## src/rtl/tlv5618_sched.sv

```systemverilog
// Request scheduler for the TLV5618 dual 12-bit DAC serial driver.
// Arbitrates channel A/B update requests, builds the 16-bit control word
// {R1,SPD,PWR,R0,code}, issues it with a start pulse and waits for set_done.
module tlv5618_sched #(
  parameter logic        SPD     = 1'b1,
  parameter logic        PWR     = 1'b0,
  parameter int unsigned TIMEOUT = 4096
) (
  input  logic        clk,
  input  logic        rst,
  input  logic        a_req,
  input  logic [11:0] a_data,
  output logic        a_ack,
  input  logic        b_req,
  input  logic [11:0] b_data,
  output logic        b_ack,
  input  logic        pair_en,
  output logic        start,
  output logic [15:0] dac_data,
  input  logic        set_done,
  output logic        busy,
  output logic        timeout
);

  localparam int unsigned CW = (TIMEOUT > 1) ? $clog2(TIMEOUT) : 1;
  localparam logic [CW-1:0] CNT_LAST = CW'(TIMEOUT - 1);

  typedef enum logic [1:0] {IDLE, ISSUE, WAIT, DONE} state_t;

  state_t        state, state_nxt;
  logic [CW-1:0] cnt;
  logic          own_a, own_b;     // channels acked when the transaction ends
  logic          pair_first;       // first (buffer-only) word of a pair in flight
  logic          to_flag;          // transaction abandoned on timeout
  logic          last_grant_b;     // 1: last single grant went to B
  logic [11:0]   code_a;           // captured A code for the pair second word

  logic grant_a, grant_b, grant_pair, second, expire;

  // State register
  always_ff @(posedge clk) begin
    if (rst) state <= IDLE;
    else     state <= state_nxt;
  end

  // Next-state, arbitration decisions and pulse outputs
  always_comb begin
    state_nxt  = state;
    grant_a    = 1'b0;
    grant_b    = 1'b0;
    grant_pair = 1'b0;
    second     = 1'b0;
    expire     = 1'b0;
    start      = 1'b0;
    a_ack      = 1'b0;
    b_ack      = 1'b0;
    timeout    = 1'b0;
    busy       = 1'b1;
    case (state)
      IDLE: begin
        busy = 1'b0;
        if (a_req && b_req) begin
          if (pair_en)           grant_pair = 1'b1;
          else if (last_grant_b) grant_a    = 1'b1;
          else                   grant_b    = 1'b1;
          state_nxt = ISSUE;
        end else if (a_req) begin
          grant_a   = 1'b1;
          state_nxt = ISSUE;
        end else if (b_req) begin
          grant_b   = 1'b1;
          state_nxt = ISSUE;
        end
      end
      ISSUE: begin
        start     = 1'b1;
        state_nxt = WAIT;
      end
      WAIT: begin
        if (set_done) begin
          if (pair_first) begin
            second    = 1'b1;
            state_nxt = ISSUE;
          end else begin
            state_nxt = DONE;
          end
        end else if (cnt == CNT_LAST) begin
          expire    = 1'b1;
          state_nxt = DONE;
        end
      end
      DONE: begin
        a_ack     = own_a;
        b_ack     = own_b;
        timeout   = to_flag;
        state_nxt = IDLE;
      end
      default: state_nxt = IDLE;
    endcase
  end

  // Transaction context, output word and wait counter
  always_ff @(posedge clk) begin
    if (rst) begin
      own_a        <= 1'b0;
      own_b        <= 1'b0;
      pair_first   <= 1'b0;
      to_flag      <= 1'b0;
      last_grant_b <= 1'b1;
      code_a       <= '0;
      dac_data     <= '0;
      cnt          <= '0;
    end else begin
      if (grant_a || grant_b || grant_pair) begin
        own_a      <= grant_a | grant_pair;
        own_b      <= grant_b | grant_pair;
        pair_first <= grant_pair;
        to_flag    <= 1'b0;
        code_a     <= a_data;
        if (grant_b)         dac_data <= {1'b0, SPD, PWR, 1'b0, b_data};
        else if (grant_pair) dac_data <= {1'b0, SPD, PWR, 1'b1, b_data};
        else                 dac_data <= {1'b1, SPD, PWR, 1'b0, a_data};
        if (!grant_pair) last_grant_b <= grant_b;
      end
      if (second) begin
        pair_first <= 1'b0;
        dac_data   <= {1'b1, SPD, PWR, 1'b0, code_a};
      end
      if (expire) to_flag <= 1'b1;
      if (state == WAIT && state_nxt == WAIT) cnt <= cnt + CW'(1);
      else                                    cnt <= '0;
    end
  end

endmodule
```

## config.mk

```make
export PLATFORM = sky130hd
export DESIGN_NAME = tlv5618_sched
export DESIGN_NICKNAME = d
export VERILOG_FILES = /design/src/rtl/tlv5618_sched.sv
export SDC_FILE = /design/constraint.sdc
export NUM_CORES = 1
export LEC_CHECK = 0
export BUFFER_PORTS_ARGS = -buffer_cell sky130_fd_sc_hd__buf_2
export CORE_UTILIZATION = 47
export CTS_BUF_LIST = sky130_fd_sc_hd__clkbuf_16
export DETAILED_ROUTE_END_ITERATION = 10
export MAX_ROUTING_LAYER = met4
export PLACE_DENSITY = 0.75
export SLEW_MARGIN = 5
export SYNTH_ARGS = -nofsm -noshare
export SYNTH_HDL_FRONTEND = slang
export SYNTH_SLANG_ARGS = --single-unit
export TNS_END_PERCENT = 20
```

## constraint.sdc

```tcl
create_clock -name clk -period 1.37 [get_ports clk]
set_input_delay 0.274 -clock clk [delete_from_list [all_inputs] [get_ports clk]]
set_output_delay 0.274 -clock clk [all_outputs]
set_load 0.01 [all_outputs]
```

== Yosys cells after proc, flatten, opt, wreduce, memory -nomap -nowiden ==
Index checks and enable logic that the tools add are counted.

* Add/sub/neg operators: 1
* Multiply operators: 0
* Divide/modulo/power cells: 0
* $lt $le $gt $ge: 0
* Equal/unequal tests: 5
* Shifts and indexed selects: 0
* Muxes and demuxes: 38
* Bitwise gates (word level): 4
* Reduce and logical (&&, ||, !) cells: 10

{| class="wikitable"
|+ Operators by type and width
! operator !! number
|-
| 16-bit 2-to-1 mux || 4
|-
| 1-bit 2-to-1 mux || 27
|-
| 12-bit by 1-bit adder with 12-bit output, second input constant || 1
|-
| 12-bit == test, second input constant || 1
|-
| 2-bit 2-to-1 mux || 6
|-
| 2-bit case mux with 4 select lines || 1
|-
| 2-bit == test, second input constant || 3
|-
| 2-bit nonzero test || 2
|-
| 2-bit OR reduction || 2
|-
| 2-bit by 1-bit == test with 1-bit output, second input constant || 1
|-
| 1-bit logical AND || 2
|-
| 2-bit logical NOT || 1
|-
| 1-bit logical OR || 2
|-
| 1-bit inverter || 2
|-
| 1-bit bitwise OR || 2
|-
| 2-bit AND reduction || 1
|}

* Flip-flop bits (word level): 47
* Latch bits: 0
* Memory bits (writable): 0
* ROM bits: 0
* Input bits: 30
* Output and inout bits: 21
* Logic and storage cells: 68
* Memories: 0

== Longest topological paths before layout ==
* Word-level depth: 8
* Depth in mapped cells: 6
* Mapped depth without buffers: 5

== Worst setup path after synthesis ==
Ideal clock, no wire load.

* Path type: reg2reg
* From: register last_grant_b
* To: register dac_data[0]
* Setup time: 0.135 ns
* Data arrival time: 1.210 ns
* Required time: 1.235 ns
* Setup slack: 0.025 ns
* Cell stages (with the launch flop): 6
* Buffers on the path: 1
* Clock period less this slack: 1.345 ns
* Path through: dfxtp_1 > and2b_4 > o211a_1 > buf_4 > a221oi_2 > nor3_2

* Word-level cells in the longest chain between the ends: 7
* Elaborated cells on any way between the ends: 14
* Those cells by class: mux: 11; reduce/logical: 3

{| class="wikitable"
|+ Ends and longest elaborated chain
! element !! line !! RTL
|-
| from (decl) || 35 || <nowiki>logic last_grant_b;</nowiki>
|-
| from (signal assigned) || 123 || <nowiki>if (!grant_pair) last_grant_b <= grant_b;</nowiki>
|-
| 1-bit 2-to-1 mux || 64 || <nowiki>else if (last_grant_b) grant_a = 1'b1;</nowiki>
|-
| 1-bit 2-to-1 mux || 63 || <nowiki>if (pair_en) grant_pair = 1'b1;</nowiki>
|-
| 1-bit 2-to-1 mux || 62 || <nowiki>if (a_req && b_req) begin</nowiki>
|-
| 1-bit 2-to-1 mux || 59 || <nowiki>case (state)</nowiki>
|-
| 16-bit 2-to-1 mux or 1-bit logical OR (tied branches) || 120, 114 ||
|-
| 16-bit 2-to-1 mux or 1-bit logical OR (tied branches) || 114 || <nowiki>if (grant_a || grant_b || grant_pair) begin</nowiki>
|-
| 16-bit 2-to-1 mux or 2-bit nonzero test (tied branches) || - ||
|-
| to (signal assigned) || 120 || <nowiki>if (grant_b) dac_data <= {1'b0, SPD, PWR, 1'b0, b_data};</nowiki>
|-
| to (signal assigned) || 121 || <nowiki>else if (grant_pair) dac_data <= {1'b0, SPD, PWR, 1'b1, b_data};</nowiki>
|-
| to (signal assigned) || 122 || <nowiki>else dac_data <= {1'b1, SPD, PWR, 1'b0, a_data};</nowiki>
|-
| to (decl) || 19 || <nowiki>output logic [15:0] dac_data,</nowiki>
|}

Several ways; a longest one is shown, not always the timed one. The select of a mux whose other input is x is not followed.
A chain may end at the register's enable or synchronous reset.

== Worst setup path in the final report ==
* From: register state[1]
* To: register dac_data[7]

* Word-level cells in the longest chain between the ends: 6
* Elaborated cells on any way between the ends: 13
* Those cells by class: eq/ne: 1; mux: 8; reduce/logical: 4

{| class="wikitable"
|+ Ends and longest elaborated chain
! element !! line !! RTL
|-
| from (decl) || 30 || <nowiki>state_t state, state_nxt;</nowiki>
|-
| from (signal assigned) || 43 || <nowiki>else state <= state_nxt;</nowiki>
|-
| 2-bit logical NOT || 59 ||
|-
| 1-bit 2-to-1 mux || 59 ||
|-
| 16-bit 2-to-1 mux || 121 ||
|-
| 16-bit 2-to-1 mux || 120 ||
|-
| 16-bit 2-to-1 mux || 114 ||
|-
| 16-bit 2-to-1 mux || 125 || <nowiki>if (second) begin</nowiki>
|}

Several ways; a longest one is shown, not always the timed one. The select of a mux whose other input is x is not followed.

==> impl_metrics.ini <==
[sta]
fin_setup_tns_ps = -432
slew_violations = 0
setup_slack_ps = -102
hold_viol = 0
skew_ps = 7.85
period_share_pct = 107
timing.fmax_mhz = 679
setup_viol = 14
min_period_ps = 1470
rsz0062_at_grt = yes

[outcome]
violations = negative setup slack
status = complete, but fails checks

[grt]
grt_pass1_vias = 1739
overflow = 0
grt_pass1_wl_um = 7960
track_usage_pct = 24.2
grt_max_degree = 20
antenna_found_initial = 0

[floorplanning]
die_y_um = 67.9
die_w_um = 67.9
ios = 51
die-area_mm2 = 0.00461
coreArea_mm2 = 0.00409
initial_core_util_pct = 49.9
rows = 23

[final_layout]
area_delta_synth_final_pct = 43.5
nets = 330
drive_above_1_share_pct = 47.0
diodes = 0

[clocking]
root_buffer = clkbuf_16
clock_path_buffers = 2
clock_latency_ps = 290
clk_pin_slew_ps = 60
cts_max_level = 2
cts_tree = yes
cts.sinks = 46
holdBufCountCts = 0
cts_buffers = 5

[placed_design]
place_hpwl_um = 3450
port_buffers = 49
place_ws_ps = -101
gp_congestion = 0.773

[routing]
drt-total-wl_um = 5200
route.vias.total = 1900
first_pass_iters = 4
drt-wirelength-per-cell_um = 14.8
post-route-drc-count = 0
viasPerCell = 5.43
drtIter0Drc = 105
antenna_left = 0

[critical_path]
critical_path_peak_fanout = 5
end_kind = flip-flop
crit_path_cell_trace = nor2_4 -> inv_4 -> a211oi_4 -> buf_6 -> buf_12 -> a221oi_2 -> nor3_1
critical_path_arrival_ps = 1680
path_class = flip-flop to flip-flop
crit_path_top_delay_cell = dfxtp_4
cp_top_family = flip-flops
critical_path_buf_inv_count = 3
cpPeakStageDelay_ps = 370
worstPathRequired_ps = 1570
cp-start-kind = flip-flop

[synthesis]
synth.distinct_cells = 40
synth_top_cell_area_share_pct = 45.2
ys_seq_area_share_pct = 45.2
ys.flop_type = dfxtp_1
avgSynthCellArea_um2 = 9.23
syn_area_mm2 = 0.00204
ys_warn_count = 0
ys_ff_latch = 46
yosys.area.top_type = dfxtp_1
synth_edf_count = 0
yosys-top-cells-area = dfxtp_1 (45%), a221oi_2 (6.6%), nand2_1 (6.1%)
synthCells = 221
synth_nets = 252
async_reset_ff_share_pct = 0

[job]
drv_cap = 0

[pwr]
p_leak_nw = 1.21
vdd_drop_max_v = 0.000602
total_power_w = 0.00405
power_density_mw_per_mm2 = 1390

[hold_path]
hp-class = input pin to flip-flop
## cell usage after synthesis, drive strengths merged, types with 2 or more instances
master  number
dfxtp       46
nand4        3
nor2        25
a31oi        2
a221oi      13
and4         2
o21ai        5
xor2         5
nand2       33
inv          4
and2b        2
nand2b       3
buf          8
nor3        15
nand3        4
and3         3
xnor2        5
clkbuf       6
o22ai       12
a21oi       15
## path summary, 6_finish.rpt
| path | start | end | slack, ps | cells past startpoint |
|---|---|---|---|---|
| worst max-delay path | state[1] | dac_data[7] | -100 | 7 |
| worst min-delay path | a_data[7] | code_a[7] | 240 | 3 |
| worst max register to register | state[1] | dac_data[7] | -100 | 7 |
| worst min register to register | last_grant_b | last_grant_b | 450 | 2 |
## registers in the layout, indices dropped and copies added (netlist names)
register,flops
dac_data,15
cnt,12
code_a,12
state,2
last_grant_b,1
own_a,1
own_b,1
pair_first,1
to_flag,1
## worst register-to-register path, stage by stage, from the launching register on
cell and delay, ps:
dfxtp_4 370, nor2_4 180, inv_4 80, a211oi_4 240, buf_6 170, buf_12 130, a221oi_2 60, nor3_1 170
## cell usage in the layout (no fill, tap or decap), types with 2 or more instances in the layout
cell       Yosys  routed
a21oi_1       15      14
nor3_1         6       6
nand3_1        4       4
buf_6          2       6
inv_1          3       4
xnor2_1        5       5
o22ai_1       12      12
o21ai_0        3       3
buf_12         0       3
o21ai_2        2       2
nand2_1       33      33
a31oi_1        2       2
dfxtp_4        0       2
nor2_2         0       2
buf_4          4      27
nor2_1        24      21
a221oi_4       0       5
nand4_1        3       3
clkbuf_16      0       6
nor2_4         1       2
xor2_1         5       4
nor3_2         9       9
dfxtp_2        0       3
a221oi_2       9       8
buf_2          2      47
dfxtp_1       46      41
and3_2         3       3
## metrics by stage
| step | util [%] | area (um^2) | hold slack, ps | std cells |
|---|---|---|---|---|
| finish | 71.6 | 2930 | 241 | 350 |
| global route | 71.6 | 2930 | 244 | 350 |
| CTS | 68.0 | 2780 | 231 | 348 |
| detailed placement | 61.9 | 2530 | 450 | 337 |
| global placement | 61.9 | 2530 | 426 | 337 |
| floorplan | - | 2040 | 410 | 221 |
## logic make-up after synthesis
family / Yosys count / synth area share (%)
DFF: 46 / 45.2
AOI/OAI and AO/OA: 51 / 20.2
buffers and inverters: 18 / 5.03
xor gates and xnor gates: 10 / 4.29
adders and majority gates: 1 / 0.613
and+or+nand+nor: 94 / 24.5
other: 1 / 0.184
## area by class of cell
type | count | area (um^2)
clock buffers | 5 | 125
inverters | 4 | 17.5
flip-flops and latches | 46 | 932
clock inverters | 3 | 41.3
fillers | 280 | 1160
well taps | 50 | 62.6
multi-input cells | 157 | 1140
repair buffers | 85 | 606
## per-layer routing
layer	part of all wire, %	routed length, um	GRT usage (%)
met1	43	2260	30.2
met4	1.5	80	9.64
met2	49	2530	37.4
met3	6.4	331	6.17
met5	0	0	-
## where the power goes
group / total, W / leakage [nW] / switching, W / internal, W
sequential: 0.00157 / 0.379 / 0.0000869 / 0.00148
clock: 0.00135 / 0.0812 / 0.000499 / 0.000853
combinational: 0.00113 / 0.753 / 0.000586 / 0.000548
total: 0.00405 / 1.21 / 0.00117 / 0.00288
## what timing repair did
item                       CTS  global route
gates cloned                 0             1
gates resized for setup     12            23
setup buffers                3             1
setup endpoints to repair   29            34
pin swaps                    3            11
Power figures use the tool's default switching activity.
